## src/rtl/usb_crc_pkg.sv

```systemverilog
// Shared CRC definitions for the USB token and data paths: FSM state
// encoding and the polynomial/init/residue constants for CRC5 and CRC16.
package usb_crc_pkg;

    typedef enum logic [1:0] {
        CRC_IDLE,
        CRC_ACCUM,
        CRC_DONE
    } crc_state_t;

    localparam logic [4:0]  CRC5_POLY     = 5'h05;
    localparam logic [4:0]  CRC5_INIT     = 5'h1F;
    localparam logic [4:0]  CRC5_RESIDUE  = 5'h0C;

    localparam logic [15:0] CRC16_POLY    = 16'h8005;
    localparam logic [15:0] CRC16_INIT    = 16'hFFFF;
    localparam logic [15:0] CRC16_RESIDUE = 16'h800D;

endpackage

```

## src/rtl/crc_step_comb.sv

```systemverilog
// Combinational CRC update: advances the register by DIN_W message bits in
// one cycle, bit 0 first, using an MSB-out shift with the data bit folded
// into the feedback term.
module crc_step_comb #(
    parameter int unsigned      CRC_W = 16,
    parameter logic [CRC_W-1:0] POLY  = 16'h8005,
    parameter int unsigned      DIN_W = 1
) (
    input  logic [CRC_W-1:0] cur_crc,
    input  logic [DIN_W-1:0] data,
    output logic [CRC_W-1:0] next_crc
);

    logic [CRC_W-1:0] work;

    // Unrolled chain of single-bit steps, one per data bit in arrival order
    always_comb begin
        work = cur_crc;
        for (int i = 0; i < int'(DIN_W); i++) begin
            if (work[CRC_W-1] ^ data[i]) begin
                work = {work[CRC_W-2:0], 1'b0} ^ POLY;
            end else begin
                work = {work[CRC_W-2:0], 1'b0};
            end
        end
        next_crc = work;
    end

endmodule

```

## src/rtl/crc_param_engine.sv

```systemverilog
// Parametrised CRC generator/checker. Accepts DIN_W bits per handshake beat,
// closes the message on in_last and publishes crc/crc_ok with a one-cycle
// crc_valid strobe. The result is captured on the closing beat so that it is
// already on the outputs during the single DONE cycle that follows.
module crc_param_engine
    import usb_crc_pkg::*;
#(
    parameter int unsigned      CRC_W   = 16,
    parameter logic [CRC_W-1:0] POLY    = CRC16_POLY,
    parameter logic [CRC_W-1:0] INIT    = CRC16_INIT,
    parameter logic [CRC_W-1:0] XOROUT  = 16'hFFFF,
    parameter logic [CRC_W-1:0] RESIDUE = CRC16_RESIDUE,
    parameter int unsigned      DIN_W   = 1
) (
    input  logic             clk,
    input  logic             n_rst,
    input  logic             clear,
    input  logic             in_valid,
    output logic             in_ready,
    input  logic [DIN_W-1:0] in_data,
    input  logic             in_last,
    output logic [CRC_W-1:0] crc,
    output logic             crc_valid,
    output logic             crc_ok,
    output logic             busy
);

    crc_state_t       state;
    crc_state_t       next_state;
    logic [CRC_W-1:0] crc_reg;
    logic [CRC_W-1:0] crc_step;
    logic             accept;
    logic             last_accept;

    // Handshake and status are pure state decodes so no input reaches an output
    assign in_ready    = (state != CRC_DONE);
    assign busy        = (state == CRC_ACCUM);
    assign accept      = in_valid && in_ready;
    assign last_accept = accept && in_last && !clear;

    crc_step_comb #(
        .CRC_W (CRC_W),
        .POLY  (POLY),
        .DIN_W (DIN_W)
    ) u_step (
        .cur_crc  (crc_reg),
        .data     (in_data),
        .next_crc (crc_step)
    );

    // State register
    always_ff @(posedge clk or negedge n_rst) begin
        if (!n_rst) begin
            state <= CRC_IDLE;
        end else begin
            state <= next_state;
        end
    end

    // Next-state decode; clear overrides any transition, including a closing beat
    always_comb begin
        next_state = state;
        case (state)
            CRC_IDLE, CRC_ACCUM: begin
                if (accept) begin
                    next_state = in_last ? CRC_DONE : CRC_ACCUM;
                end
            end
            CRC_DONE: next_state = CRC_IDLE;
            default:  next_state = CRC_IDLE;
        endcase
        if (clear) begin
            next_state = CRC_IDLE;
        end
    end

    // Working register: restarts from INIT on clear and after every message
    always_ff @(posedge clk or negedge n_rst) begin
        if (!n_rst) begin
            crc_reg <= INIT;
        end else if (clear || (state == CRC_DONE)) begin
            crc_reg <= INIT;
        end else if (accept) begin
            crc_reg <= crc_step;
        end
    end

    // Published result: loaded from the closing beat, held until the next message
    always_ff @(posedge clk or negedge n_rst) begin
        if (!n_rst) begin
            crc       <= INIT ^ XOROUT;
            crc_ok    <= 1'b0;
            crc_valid <= 1'b0;
        end else begin
            crc_valid <= last_accept;
            if (last_accept) begin
                crc    <= crc_step ^ XOROUT;
                crc_ok <= (crc_step == RESIDUE);
            end
        end
    end

endmodule

```

## config.mk

```make
export PLATFORM = sky130hd
export DESIGN_NAME = crc_param_engine
export DESIGN_NICKNAME = d
export VERILOG_FILES = /design/src/rtl/usb_crc_pkg.sv /design/src/rtl/crc_step_comb.sv /design/src/rtl/crc_param_engine.sv
export SDC_FILE = /design/constraint.sdc
export NUM_CORES = 1
export LEC_CHECK = 0
export BUFFER_PORTS_ARGS = -buffer_cell sky130_fd_sc_hd__buf_2
export CORE_MARGIN = 3
export CORE_UTILIZATION = 40
export CTS_CLUSTER_DIAMETER = 80
export CTS_CLUSTER_SIZE = 14
export DETAILED_ROUTE_END_ITERATION = 8
export PLACE_DENSITY = 0.71
export SYNTH_ARGS = -nofsm -noshare
export SYNTH_HDL_FRONTEND = slang
export SYNTH_SLANG_ARGS = --single-unit
```

## constraint.sdc

```tcl
create_clock -name clk -period 1.75 [get_ports clk]
set_input_delay 0.175 -clock clk [delete_from_list [all_inputs] [get_ports clk]]
set_output_delay 0.175 -clock clk [all_outputs]
set_load 0.01 [all_outputs]
```

==> results of run 1 <==
[final cells by class]
class                      count  area [sq um]
clock buffer                   7          76.3
clock inverter                 1          5.00
fill                         341          1700
inverter                       3          11.3
multi-input combinational     85           514
sequential                    36           921
tap                           46          57.6
timing repair buffer          29           158
[per-layer routing]
layer | GRT usage | up-vias | share of wire
met1 | 0.183 | 483 | 0.44
met2 | 0.231 | 28 | 0.47
met4 | 0.0838 | 0 | 0.029
met5 | 0 | - | 0
met3 | 0.0607 | 5 | 0.056
li1 | - | 497 | -
[power breakdown]
part / total [uW] / switching, uW / internal [uW]
registers: 899 / 23.2 / 876
clock network: 543 / 264 / 279
logic: 158 / 93.1 / 65.1
[cell usage in the layout (no fill, tap or decap), drive strengths merged]
cell type     n
nor4b         1
inv           3
nor3b         1
and3          1
mux2i        13
nor4          3
xnor2         3
nand4         1
xor2          2
clkbuf        7
buf          28
mux2          1
a21oi         1
nand3         1
o21ai        18
nor2          1
nor2b         1
dfrtp        20
or4           1
nand2        32
nand2b        1
dfstp        16
o211ai        1
and2          2
dlygate4sd3   1
clkinv        1
[kinds of logic after synthesis]
| logic type | Yosys count |
|---|---|
| AOI/OAI and AO/OA | 20 |
| DFF | 36 |
| buffers and inverters | 10 |
| and+or+nand+nor | 46 |
| xor gates and xnor gates | 5 |
| muxes | 14 |
[worst paths after layout]
kind | endpoint | depth (start not counted) | startpoint
worst max-delay path | crc_ok | 4 | crc_reg[7]
worst min-delay path | state[1] | 2 | clear
worst max register to register | crc_ok | 4 | crc_reg[7]
worst min register to register | crc[5] | 2 | crc[5]
max in group asynchronous | crc[14] | 2 | n_rst
min in group asynchronous | crc[9] | 2 | n_rst
[worst max-delay path, cell delays in order, from the launching register on]
cell,delay [ns]
dfstp_2,0.38
or4_4,0.52
nor4_2,0.15
nand4_1,0.13
o21ai_1,0.15
[per-stage QoR]
step                      instance area (sq um)  std cells
after floorplan                            1480        131
after global placement                     1650        198
after detailed placement                   1650        198
after CTS                                  1740        207
after global routing                       1740        207
final                                      1740        207
==> impl_metrics.json, run 1 <==
{
  "clock-root-buffer": "clkbuf_8",
  "synth_top_area_cell": "dfrtp_1",
  "synth-xor-area-share": 0.0347,
  "maxCapViolations": 0,
  "clkTransAtPathRegs_ns": 0.07,
  "power_density_nw_per_um2": 918,
  "clk_latency_ns": 0.28,
  "fin_setup_tns_ns": 0,
  "hold_viol": 0,
  "rsz0062_at_grt": "false",
  "cp.required_ns": 1.96,
  "first_pass_iters": 4,
  "antenna_cells": 0,
  "syn-num-nets": 137,
  "worstSetupEndpointType": "flop",
  "post-route-util": 0.506,
  "numCtsBuffers": 5,
  "post-route-period-util": 0.799,
  "synth_top_area_frac": 0.339,
  "power_uw": 1600,
  "holdCritPathClass": "input port to flop",
  "routedWlPerCell_um": 13.4,
  "pre_cts_ws_ns": 0.360,
  "start_kind": "flop",
  "synthCells": 131,
  "grt-ovfl-total": 0,
  "htreeDepth": 2,
  "remaining_drc_errors": 0,
  "synth-simple-area-share": 0.148,
  "status": "completed",
  "worst-path-max-fanout": 4,
  "synth_cell_types": 27,
  "max_clock_freq_ghz": 0.715,
  "synth_compound_area_frac": 0.0695,
  "arrival_ns": 1.61,
  "nNetsFinal": 166,
  "clock_sinks": 36,
  "clk_path_buf_depth": 2,
  "grt_pass1_vias": 1029,
  "dieHeight_um": 66.8,
  "ys_seq_elements": 36,
  "avgSynthCellArea_sq_um": 11.3,
  "syn2layout_area_growth_pct": 18.1,
  "grt_pass1_wl_um": 4800,
  "drive_above_1_share": 0.335,
  "drtIter0Drc": 52,
  "routed_wirelength_um": 2770,
  "setup_viol": 0,
  "finClkSkew_ns": 0.00537,
  "dieArea_sq_um": 4460,
  "grt_max_degree": 37,
  "slew_headroom": 0.485,
  "core_sq_um": 3440,
  "start_util": 0.429,
  "post_cts_resized": 0,
  "gp_congestion": 0.753,
  "yosysWarnings": 0,
  "vias": 1013,
  "synth_fa_ha_area_frac": 0,
  "ctsHoldBuffers": 1,
  "cts_tree": "built",
  "ys.flop_type": "dfrtp_1",
  "slew_viol_final": 0,
  "io_pins": 26,
  "hold_ws_ns": 0.0764,
  "async_flop_share": 1.00,
  "largest_reg_flops": 32,
  "num_rows": 21,
  "routed_via_density": 4.89,
  "leakage_uw": 0.000814,
  "synth_area_leaders": "dfrtp_1, dfstp_2, mux2i_1, nand2_1, o21ai_1",
  "worst_slack_ns": 0.352,
  "hpwl_um": 1940,
  "r2r_slack_ns": 0.35,
  "period_needed_ns": 1.40,
  "peakVddDrop_v": 0.000320,
  "critPathKind": "flop to flop",
  "grt_usage": 0.152,
  "muxShareOfSynthArea": 0.0958,
  "synth_most_common_cell": "nand2_1",
  "antenna_found_initial": 0,
  "synth_common_cells": "nand2_1, dfrtp_1, dfstp_2",
  "postCtsSetupBuffers": 0,
  "seq_area_frac_synth": 0.624,
  "tightest_slew_ns": 0.773,
  "synth_top_family_by_area": "simple AND/OR/NAND/NOR gates",
  "synth_edf_count": 0,
  "die_w_um": 66.8,
  "portBuffers": 25,
  "drtAntennaViolNets": 0,
  "syn_area_sq_um": 1480
}
Note: power is estimated with default switching activity, not from simulation.
==> run 2, diff against run 1 <==
Settings changed: ABC_AREA set to 1.
Clock period 1.75 ns to 1.3 ns, I/O delays scaled along.
==> run 2 against run 1 <==
Flip-flop and latch count unchanged. Utilization up 0.083 points. Maximum frequency up 15%. Critical path depth up 1. Clock skew up 0.0010 ns. Power up 65%. Synthesized cell count up 26%. Area after synthesis up 12%. First-iteration DRC count up 87%. Die area up 11%. Cell count up 19%. Sequential share of layout area down 5.4 points. Critical path type unchanged. Largest cell class unchanged.
==> impl_metrics.json, run 2 <==
{
  "status": "completed",
  "vias": 1171,
  "power.share.switching": 0.272,
  "portBuffers": 25,
  "finClkSkew_ns": 0.00642,
  "seq_area_frac_synth": 0.557,
  "critPathKind": "flop to flop",
  "io_pins": 26,
  "grt-ovfl-total": 0,
  "start_util": 0.432,
  "antenna_found_initial": 0,
  "peakVddDrop_v": 0.000602,
  "tightest_slew_ns": 0.448,
  "drtAntennaViolNets": 0,
  "num-fill-cells": 365,
  "hpwl_um": 2110,
  "synth_common_cells": "nand2_1, o21ai_2, dfrtp_1, inv_1, dfstp_2",
  "power_density_nw_per_um2": 1360,
  "worst-path-max-fanout": 29,
  "power.internal_uw": 1930,
  "syn_area_sq_um": 1650,
  "ys.flop_type": "dfrtp_1",
  "rsz0062_at_grt": "false",
  "clock_sinks": 36,
  "pwr-share-seq": 0.508,
  "leakage_uw": 0.000992,
  "cts_tree": "built",
  "slew_headroom": 0.702,
  "post-route-period-util": 0.937,
  "ys_seq_elements": 36,
  "async_flop_share": 1.00,
  "p_switching_uw": 719,
  "max_clock_freq_ghz": 0.821,
  "die_w_um": 70.3,
  "synth_top_area_frac": 0.303,
  "drtIter0Drc": 97,
  "antenna_cells": 0,
  "gp_congestion": 0.761,
  "clk_latency_ns": 0.29,
  "grt_max_degree": 37,
  "synth_edf_count": 0,
  "regArea_sq_um": 921,
  "post-route-util": 0.507,
  "cp.required_ns": 1.48,
  "routed_wirelength_um": 2950,
  "holdCritPathClass": "input port to flop",
  "period_needed_ns": 1.22,
  "hold_viol": 0,
  "grt_usage": 0.136,
  "largest_reg_flops": 32,
  "drive_above_1_share": 0.444,
  "final_cell_mix": "nand2_1, buf_2, o21ai_2",
  "first_pass_iters": 4,
  "maxCapViolations": 0,
  "synth_top_area_cell": "dfrtp_1",
  "postCtsSetupBuffers": 0,
  "worstSetupEndpointType": "flop",
  "routedWlPerCell_um": 12.0,
  "grt_pass1_wl_um": 5320,
  "final_common_cell": "nand2_1",
  "remaining_drc_errors": 0,
  "syn-num-nets": 171,
  "clock-root-buffer": "clkbuf_8",
  "arrival_ns": 1.40,
  "power_frac_comb": 0.168,
  "routed_via_density": 4.76,
  "htreeDepth": 2,
  "num_rows": 22,
  "nNetsFinal": 203,
  "synthCells": 165,
  "clkTransAtPathRegs_ns": 0.07,
  "clk_path_buf_depth": 2,
  "synth_most_common_cell": "nand2_1",
  "setup_viol": 0,
  "multi_input_area_sq_um": 588,
  "synth_area_leaders": "dfrtp_1, dfstp_2, o21ai_2, nand2_1, inv_1",
  "avgSynthCellArea_sq_um": 10.0,
  "core_sq_um": 3830,
  "grt_pass1_vias": 1132,
  "start_kind": "flop",
  "yosysWarnings": 0,
  "synth_cell_types": 21,
  "syn2layout_area_growth_pct": 17.4,
  "dieHeight_um": 70.3,
  "slew_viol_final": 0,
  "numCtsBuffers": 5,
  "fin_setup_tns_ns": 0,
  "clkPwrFrac": 0.324,
  "dieArea_sq_um": 4940
}
==> run 2: changes by cell type after synthesis, sizes merged, moves of 3 or more <==
cell	change
clkbuf	-3
inv	+18
buf	+3
o21ai	+13
a21oi	+15
nor2	+8
xnor2	-3
nand3	+3
mux2i	-13
nand2	+7
==> run 2: cell type report <==
| class | count | area share |
|---|---|---|
| flip-flops and latches | 36 | 0.475 |
| multi-input cells | 101 | 0.303 |
| repair buffers | 32 | 0.0993 |
| clock buffers | 8 | 0.0516 |
| inverters | 21 | 0.0406 |
| well taps | 48 | 0.0309 |
==> run 2: worst max-delay path, cell delays in order (launching register included) <==
cell and delay, ns:
dfrtp_1 0.45, a21oi_4 0.21, nand2_4 0.11, buf_12 0.18, nand2_1 0.09, o21ai_2 0.05
==> run 2: kinds of logic after synthesis <==
logic type | count (synthesis) | synth area share
AO/OA/AOI/OAI | 47 | 0.206
buffers and inverters | 28 | 0.0886
flip-flops | 36 | 0.557
AND/OR/NAND/NOR | 54 | 0.148
==> run 2: metrics by stage <==
| step | setup WS, ns | cell area (sq um) | std cells | hold WS, ns | total power (uW) |
|---|---|---|---|---|---|
| after floorplan | 0.202 | 1650 | 165 | -0.166 | 1650 |
| after global placement | 0.0882 | 1830 | 237 | 0.195 | 1800 |
| after detailed placement | 0.101 | 1830 | 237 | 0.195 | 1810 |
| after CTS | 0.0781 | 1940 | 246 | 0.00776 | 2690 |
| after global routing | 0.00471 | 1940 | 246 | 0.0249 | 2810 |
| final | 0.0814 | 1940 | 246 | 0.0134 | 2650 |
==> run 2: timing repair <==
| item | in CTS | in global routing |
|---|---|---|
| endpoints found under the hold margin | 20 | 0 |
| hold buffers | 1 | 0 |
| setup endpoints to repair | 0 | 2 |
| resized for setup | 0 | 2 |
==> run 2: worst paths after layout <==
path	cells after the start	slack [ns]	to	from
setup reg to reg	5	0.08	crc[0]	state[1]
hold / removal	2	0.01	state[0]	clear
min in group asynchronous	3	0.39	crc[7]	n_rst
max in group asynchronous	3	0.55	crc_reg[12]	n_rst
setup / recovery	5	0.08	crc[0]	state[1]
hold reg to reg	2	0.48	crc[5]	crc[5]
==> run 2: per-layer routing <==
layer / wire, um / track usage / up-vias
met5: 0 / 0 / -
met4: 54 / 0.0702 / 0
met3: 153 / 0.0388 / 5
met2: 1380 / 0.210 / 21
met1: 1350 / 0.173 / 555
li1: - / - / 590
==> run 2: power groups by stage <==
stage	clock network, uW	registers, uW	logic, uW
after CTS	893	1350	452
after global routing	944	1360	503
after floorplan	0	1390	256
final	858	1340	445
after detailed placement	0	1370	448
after global placement	0	1360	443
==> run 3, diff against run 2 <==
Settings changed: PLACE_DENSITY 0.71 to 0.63.
==> run 3 against run 2 <==
Worst setup slack worse by 0.0066 ns. Clock power rose by 25%. Maximum frequency fell by 0.54%. Critical path depth did not move. Cell count grew 0.41%. Final area is 1.7% higher. Non-clock buffer count rose by 1. Power is 8.3% higher. Count of clock-buffer cells in the layout fell by 1. Global-route usage up 0.75 points. Largest power group unchanged.
==> impl_metrics.json, run 3 (synthesis results as in run 2) <==
{
  "status": "completed",
  "worstReg2RegStart": "state[1]",
  "final_cell_mix": "nand2_1, buf_2, o21ai_2",
  "gp_congestion": 0.797,
  "power.share.switching": 0.260,
  "dp.cells": 238,
  "portBuffers": 25,
  "cp.required_ns": 1.48,
  "post-route-util": 0.516,
  "nNetsFinal": 204,
  "power.internal_uw": 2120,
  "maxCapViolations": 0,
  "grt_pass1_vias": 1180,
  "grt_usage": 0.144,
  "hold_viol": 0,
  "syn2layout_area_growth_pct": 19.5,
  "r2r_end": "crc[0]",
  "post-route-period-util": 0.942,
  "routed_wirelength_um": 3160,
  "leakage_uw": 0.00101,
  "holdCritStartpoint": "clear",
  "reg2regPathDepth": 5,
  "worstSetupEndpointType": "flop",
  "num_rows": 22,
  "finClkSkew_ns": 0.00746,
  "num-fill-cells": 357,
  "vias": 1176,
  "setup_viol": 0,
  "fin_cells": 247,
  "r2r_slack_ns": 0.07,
  "peakVddDrop_v": 0.000615,
  "start_kind": "flop",
  "remaining_drc_errors": 0,
  "holdCritPathClass": "input port to flop",
  "routedWlPerCell_um": 12.8,
  "dieHeight_um": 70.3,
  "hpwl_um": 2260,
  "placed_cell_area_sq_um": 1840,
  "final_common_cell": "nand2_1",
  "clk_latency_ns": 0.29,
  "max_clock_freq_ghz": 0.816,
  "worst-path-max-fanout": 22,
  "pwr-share-seq": 0.469,
  "slew_headroom": 0.703,
  "final_area_sq_um": 1970,
  "drtAntennaViolNets": 0,
  "grt_pass1_wl_um": 5550,
  "critPathKind": "flop to flop",
  "power_frac_comb": 0.157,
  "dieArea_sq_um": 4940,
  "grt_max_degree": 37,
  "clkTransAtPathRegs_ns": 0.07,
  "first_pass_iters": 4,
  "start_util": 0.432,
  "p_switching_uw": 744,
  "core_sq_um": 3830,
  "period_needed_ns": 1.23,
  "antenna_found_initial": 0,
  "numCtsBuffers": 5,
  "htreeDepth": 2,
  "antenna_cells": 0,
  "grt-ovfl-total": 0,
  "tightest_slew_ns": 0.446,
  "drtIter0Drc": 24,
  "arrival_ns": 1.40,
  "clk_path_buf_depth": 2,
  "cts_tree": "built",
  "clkPwrFrac": 0.374,
  "hold_end": "state[0]",
  "power_density_nw_per_um2": 1450,
  "routed_via_density": 4.76,
  "drive_above_1_share": 0.447,
  "largest_reg_flops": 32,
  "hold_depth": 2,
  "power_uw": 2870,
  "clock-root-buffer": "clkbuf_8",
  "slew_viol_final": 0,
  "die_w_um": 70.3,
  "io_pins": 26,
  "clock_sinks": 36
}
==> run 3: cell types whose count changed in the layout (fill, tap and decap cells not counted) <==
cell,previous run,this run
buf_4,5,6
bufinv_16,0,1
clkbuf_1,1,0
inv_1,19,20
inv_2,2,1
==> run 3: worst max-delay path, cell delays in order (launching register included) <==
cell and delay (ns):
dfrtp_1 0.46, a21oi_4 0.21, nand2_4 0.12, buf_12 0.18
nand2_1 0.09, o21ai_2 0.05
==> run 3: final cells by class <==
class,instances,area (sq um),share of cell area
well taps,48,60.1,0.0304
inverters,21,78.8,0.0399
flip-flops and latches,36,921,0.466
clock buffers,7,96.3,0.0488
clock inverters,1,30.0,0.0152
repair buffers,33,200,0.101
multi-input cells,101,588,0.298
==> run 3: power by group through the flow <==
stage	clock (uW)	combinational [uW]	sequential, uW
2_1_floorplan	0	256	1390
3_3_place_gp	0	448	1360
3_5_place_dp	0	456	1370
4_1_cts	1110	459	1350
5_1_grt	1160	508	1360
6_report	1070	451	1340
==> run 3: metal layers <==
metal  track usage  wire (um)  vias up  share of wire
li1              -          -      596              -
met1         0.194       1510      562           0.48
met2         0.217       1540       18           0.49
met3        0.0489        110        0          0.035
met4        0.0447          0        0              0
met5             0          0        -              0
==> run 3: worst max path at each step <==
| stage | from | to | slack (ns) | cells after the start |
|---|---|---|---|---|
| floorplan | state[1] | crc[7] | 0.20 | 5 |
| global placement | state[1] | crc[0] | 0.13 | 5 |
| detailed placement | state[1] | crc[0] | 0.09 | 5 |
| CTS | state[1] | crc[0] | 0.08 | 5 |
| global route | crc_reg[15] | crc_ok | -0.006 | 8 |
| finish | state[1] | crc[0] | 0.07 | 5 |
==> run 3: repair_timing <==
item	CTS	global route
hold buffers	1	0
endpoints found under the hold margin	20	0
setup endpoints to repair	0	1
setup buffers	0	0
gates resized for setup	0	1
==> run 3: through the flow <==
step,TNS [ns],hold WS [ns],setup slack [ns]
after floorplan,0,-0.166,0.202
after detailed placement,0,0.196,0.0889
after global placement,0,0.189,0.129
after CTS,0,0.00769,0.0784
final,0,0.0172,0.0748
after global routing,-0.00552,0.0264,-0.00552
